`config.mk`:
```
export PLATFORM = sky130hd
export DESIGN_NAME = if_event_monitor
export DESIGN_NICKNAME = d
export VERILOG_FILES = /design/src/rtl/if_event_monitor.sv
export SDC_FILE = /design/constraint.sdc
export NUM_CORES = 1
export LEC_CHECK = 0
export ABC_CLOCK_PERIOD_IN_PS = 9900
export CORE_UTILIZATION = 43
export DETAILED_ROUTE_END_ITERATION = 16
export DONT_BUFFER_PORTS = 1
export PLACE_DENSITY = 0.59
export REMOVE_ABC_BUFFERS = 1
export SYNTH_ARGS = -nofsm -noshare
export SYNTH_HDL_FRONTEND = slang
export SYNTH_SLANG_ARGS = --single-unit
```
`constraint.sdc`:
```
create_clock -name clk -period 9.9 [get_ports clk]
set_input_delay 1.98 -clock clk [delete_from_list [all_inputs] [get_ports clk]]
set_output_delay 1.98 -clock clk [all_outputs]
set_load 0.1 [all_outputs]
```
`src/rtl/if_event_monitor.sv`:
```
// Response-side mismatch monitor: merges runs of identical dut/gold mismatch vectors
// into {vector, start timestamp, length} records buffered in a FWFT FIFO.
// Optional feature macro: IFMON_CMP_MASK_EN adds a cmp_mask port that hides bits from comparison.
module if_event_monitor #(
  parameter int NOUT  = 4,
  parameter int TS_W  = 16,
  parameter int DEPTH = 8
) (
  input  logic            clk,
  input  logic            rst,
  input  logic            en,
  input  logic [NOUT-1:0] dut_out,
  input  logic [NOUT-1:0] gold_out,
`ifdef IFMON_CMP_MASK_EN
  input  logic [NOUT-1:0] cmp_mask,
`endif
  output logic            rd_valid,
  input  logic            rd_ready,
  output logic [NOUT-1:0] rd_vec,
  output logic [TS_W-1:0] rd_ts,
  output logic [7:0]      rd_len,
  output logic            overflow,
  input  logic            clr_ovf,
  output logic [15:0]     ev_count,
  output logic            busy
);

  localparam int AW    = $clog2(DEPTH);
  localparam int REC_W = NOUT + TS_W + 8;

  localparam logic [AW:0]   PTR_ONE = {{AW{1'b0}}, 1'b1};
  localparam logic [TS_W-1:0] TS_ONE = {{(TS_W-1){1'b0}}, 1'b1};

  typedef enum logic {
    IDLE  = 1'b0,
    BURST = 1'b1
  } state_t;

  state_t            state_q, state_d;
  logic [TS_W-1:0]   ts_q, ts_d;
  logic [NOUT-1:0]   cur_vec_q, cur_vec_d;
  logic [TS_W-1:0]   cur_ts_q, cur_ts_d;
  logic [7:0]        cur_len_q, cur_len_d;
  logic [AW:0]       wr_ptr_q, wr_ptr_d;
  logic [AW:0]       rd_ptr_q, rd_ptr_d;
  logic [REC_W-1:0]  mem_q [DEPTH];
  logic [REC_W-1:0]  mem_d [DEPTH];
  logic              overflow_q, overflow_d;
  logic [15:0]       ev_count_q, ev_count_d;

  logic [NOUT-1:0]   diff;
  logic              mismatch;
  logic              close_ev;
  logic              start_ev;
  logic              fifo_empty;
  logic              fifo_full;
  logic              pop;
  logic              push;
  logic              drop;
  logic [REC_W-1:0]  head;

`ifdef IFMON_CMP_MASK_EN
  assign diff = (dut_out ^ gold_out) & ~cmp_mask;
`else
  assign diff = dut_out ^ gold_out;
`endif

  assign mismatch = en && (diff != '0);

  // Run tracking: a burst closes on any change, on disable, or when the length saturates;
  // a nonzero mismatch on the closing edge immediately opens the next burst.
  always_comb begin
    state_d   = state_q;
    cur_vec_d = cur_vec_q;
    cur_ts_d  = cur_ts_q;
    cur_len_d = cur_len_q;
    close_ev  = 1'b0;
    start_ev  = 1'b0;
    ts_d      = en ? ts_q + TS_ONE : ts_q;

    case (state_q)
      IDLE: begin
        if (mismatch) begin
          start_ev = 1'b1;
        end
      end
      BURST: begin
        if (en && (diff == cur_vec_q) && (cur_len_q != 8'hFF)) begin
          cur_len_d = cur_len_q + 8'd1;
        end else begin
          close_ev = 1'b1;
          if (mismatch) begin
            start_ev = 1'b1;
          end else begin
            state_d = IDLE;
          end
        end
      end
      default: state_d = IDLE;
    endcase

    if (start_ev) begin
      state_d   = BURST;
      cur_vec_d = diff;
      cur_ts_d  = ts_q;
      cur_len_d = 8'd1;
    end
  end

  // Wrap-bit pointers: equal pointers mean empty, same index with differing wrap bit means full.
  assign fifo_empty = (wr_ptr_q == rd_ptr_q);
  assign fifo_full  = (wr_ptr_q[AW] != rd_ptr_q[AW]) &&
                      (wr_ptr_q[AW-1:0] == rd_ptr_q[AW-1:0]);
  assign rd_valid   = !fifo_empty;
  assign pop        = rd_valid && rd_ready;
  assign push       = close_ev && (!fifo_full || pop);
  assign drop       = close_ev && fifo_full && !pop;

  always_comb begin
    mem_d    = mem_q;
    wr_ptr_d = wr_ptr_q;
    rd_ptr_d = rd_ptr_q;
    if (push) begin
      mem_d[wr_ptr_q[AW-1:0]] = {cur_vec_q, cur_ts_q, cur_len_q};
      wr_ptr_d = wr_ptr_q + PTR_ONE;
    end
    if (pop) begin
      rd_ptr_d = rd_ptr_q + PTR_ONE;
    end
  end

  // A drop on the same edge as clr_ovf wins so no lost record goes unreported.
  always_comb begin
    overflow_d = overflow_q;
    if (drop) begin
      overflow_d = 1'b1;
    end else if (clr_ovf) begin
      overflow_d = 1'b0;
    end
    ev_count_d = ev_count_q;
    if (close_ev && (ev_count_q != 16'hFFFF)) begin
      ev_count_d = ev_count_q + 16'd1;
    end
  end

  always_ff @(posedge clk or posedge rst) begin
    if (rst) begin
      state_q    <= IDLE;
      ts_q       <= '0;
      cur_vec_q  <= '0;
      cur_ts_q   <= '0;
      cur_len_q  <= '0;
      wr_ptr_q   <= '0;
      rd_ptr_q   <= '0;
      overflow_q <= 1'b0;
      ev_count_q <= '0;
      for (int i = 0; i < DEPTH; i++) begin
        mem_q[i] <= '0;
      end
    end else begin
      state_q    <= state_d;
      ts_q       <= ts_d;
      cur_vec_q  <= cur_vec_d;
      cur_ts_q   <= cur_ts_d;
      cur_len_q  <= cur_len_d;
      wr_ptr_q   <= wr_ptr_d;
      rd_ptr_q   <= rd_ptr_d;
      overflow_q <= overflow_d;
      ev_count_q <= ev_count_d;
      mem_q      <= mem_d;
    end
  end

  assign head     = mem_q[rd_ptr_q[AW-1:0]];
  assign rd_vec   = rd_valid ? head[REC_W-1 -: NOUT] : '0;
  assign rd_ts    = rd_valid ? head[TS_W+7 -: TS_W] : '0;
  assign rd_len   = rd_valid ? head[7:0] : 8'd0;
  assign overflow = overflow_q;
  assign ev_count = ev_count_q;
  assign busy     = (state_q == BURST);

endmodule
```
==> results.md <==
* Mean Syn Cell Area at 15.2 sq um
* Synth top area share at 0.540
* CP required at 7.92 ns
* Total I/O pin count at 60
* Sw Share at 0.388
* Worst-path cell chain: buf_4, xor2_1, nor4b_2, buf_4, nor2_2
* Worst-case clock skew at 0.0153 ns
* Most used cell, CP: buf_4
* NetSw at 1.80 mW
* Max Fclk at 184 MHz
* Vias in the first global route at roughly 7,600
* Dominant cells by area after synthesis: dfrtp_1 (54%), mux2_2 (17%), mux4_2 (9.3%)
* Layout cells sized above 1 at 0.452
* Largest family of logic cells by synthesized area: multiplexers
* Total grt overflow at 0
* CTS buffer count at 34
* Die width at ~180 um
* Lkg Pwr at between 7 and 8 nW
* Global-route usage over all layers at 0.177
* Routed wire length at 27,800 um
* Dpl cells at roughly 1,200
* Status: finished clean
* Initial antenna violation count at 0
* RD Place Congestion at 0.711
* Clk slew on worst S/H paths at about 0.060 ns
* Final hold violations at 0
* DRT iter0 DRCs at 424
* Crit path time final at 5.44 ns
* Gate power share at 0.341
* Synth Area in XOR/XNOR at 0.0355
* Multi-input combinational cell area at around 0.006 sq mm
* Critical Path Source Type: flop
* Asr flop ratio synth at 1.00
* Worst hold slack at just under 0.5 ns
* Sequential share of power at 0.387
* Syn Std Cell Area at between 0.01 and 0.015 sq mm
* Routed WL per cell at about 21 um
* Post-Synthesis Cells at 894
* Post-synth top cells: dfrtp_1 (294), mux2_2 (208), mux4_2 (56)
* Rel. slew slack at 0.252
* Clk Latency, worst-skew pair at 0.50 ns
* Synth area leader: dfrtp_1
* Crit. End Element: output pin
* Register area at 0.00736 sq mm
* Worst-margin pin slew at 1.12 ns
* Starting Density at 0.441
* Cts hold-fix bufs at 0
* Residual DRC at 0
* Largest net degree at the start of global routing at 189
* Number of flops mapped to enable cells by yosys at 0
* Tcrit/Tclk final at 0.550
* Crit Path Category: flop to output pin
* Antenna Cells at 0
* Final setup vio count at 0
* Clock Sinks at 294
* Post-DP HPWL at 15,200 um
* Critical-path cell with the highest stage delay: nor2_2
* Synth Area in Compound Gates at 0.0103
* Placeable Area at 0.0309 sq mm
* Antenna viol nets, final at 0
* PortBufs at 0
* Multiplexer share of the synthesized area at 0.330
* Post-synthesis adder-cell area fraction at 0.00459
* TritonCTS clock tree: built
* Final Util at 0.489
* Gates resized, CTS repair at 0
* Die ar. at approximately 0.032 sq mm
* Worst min path class: flop to flop
* H-tree Lvls at 2
* FILL cells at 2,662
* MaxCap Viol Count at 0
* Rows at 64
* VDD IR-drop max at 0.202 mV
* Global-route wire length before repair at 44,900 um
* Most instantiated library cell after synthesis: dfrtp_1
* PwrDens at 307 mW/mm^2
* Vias/cell at 5.57
* Critical Path AT at between 3 and 4 ns
* Crit path buffers/inverters at 2
* Post-synthesis sequential area ratio at 0.540
* Crit-path leading delay family: buffers and inverters
* Unique cell type count in the Yosys netlist at 44
* CTS max path bufs at 3
* Chip height at between 150 and 200 um
* Critical path peak fanout at 41
* RSZ-0062 raised after global routing: no
* Synth-to-layout area growth at 10.8%
* Internal at about 2.8 mW
* Synth Flop Type: dfrtp_1
* Slew Viols, Final at 0
* Post-CTS Setup Bufs at 0
* Via count at 7,221
* CP max stage delay at 0.88 ns
* Final Non-Filler Cells at approximately 1,300
* DR pass1 iterations at 5
* Clk pwr share at 0.272
* Ys Warns at 0
* Final net count at 896
* Synthesized flop and latch total at 294
* CTS root buffer: clkbuf_16
* Synth Area in Simple Gates at 0.0544
## layout make-up
type                       instances  area share
tap                              396      0.0328
sequential                       294       0.487
multi-input combinational        533       0.398
inverter                           6     0.00199
clock buffer                      48      0.0658
timing repair buffer               9     0.00530
clock inverter                    11     0.00886
## per-layer routing
layer  part of all wire  wire (um)  up-vias  global-route usage
met1               0.49      13700     3843               0.261
li1                   -          -     3245                   -
met4              0.014        397        0              0.0410
met3              0.035        978       25              0.0311
met5                  0          0        -                   0
met2               0.46      12700      108               0.274
## power by group through the flow
stage	combinational (mW)	clock, mW	sequential, mW
after detailed placement	1.61	0	1.82
after global routing	1.67	1.35	1.83
after CTS	1.61	1.29	1.80
after global placement	1.59	0	1.81
after floorplan	1.26	0	1.81
final	1.58	1.26	1.80
## sequential cells by signal (all words and copies together) (netlist names), 4 cells and up
register,count
cur_ts_q,16
cur_vec_q,4
rd_ptr_q,4
ev_count,16
cur_len_q,8
mem_q,224
ts_q,16
wr_ptr_q,4
## path summary, 6_finish.rpt
check	startpoint	endpoint	slack, ns	cells past startpoint
max	rd_ptr_q[1]	rd_ts[8]	4.46	5
min	ts_q[9]	ts_q[9]	0.49	1
max reg2reg	cur_len_q[0]	mem_q[45]	5.92	6
min reg2reg	ts_q[9]	ts_q[9]	0.49	1
max in group asynchronous	rst	mem_q[125]	6.96	2
min in group asynchronous	rst	mem_q[221]	1.43	1
## cells in the final DEF, fill, tap and decap left out, types with 11 or more instances in the layout
cell type,Yosys,routed
dfrtp_1,294,291
mux2_2,208,208
mux4_2,56,56
mux2_4,40,40
clkbuf_16,0,35
xnor2_1,29,29
mux2i_1,29,29
nor2_2,0,28
nand2_1,19,19
nand3_1,16,16
xor2_1,16,16
nand4_1,14,14
and3_1,11,11
## cells by family after synthesis
kind of cell	after synthesis
muxes	334
buffers and inverters	67
AOI/OAI and AO/OA	21
and+or+nand+nor	124
adders and majority gates	5
DFF	294
xor gates and xnor gates	49
## metrics by stage
| stage | area [sq um] | TNS, ns | setup WS (ns) | power (mW) |
|---|---|---|---|---|
| finish | 15100 | 0 | 4.46 | 4.63 |
| global route | 15100 | 0 | 4.31 | 4.85 |
| CTS | 15100 | 0 | 4.40 | 4.69 |
| detailed placement | 14000 | 0 | 4.86 | 3.42 |
| global placement | 14000 | 0 | 4.92 | 3.40 |
| floorplan | 13300 | -58.54 | -0.199 | 3.07 |
Power figures use the tool's default switching activity.
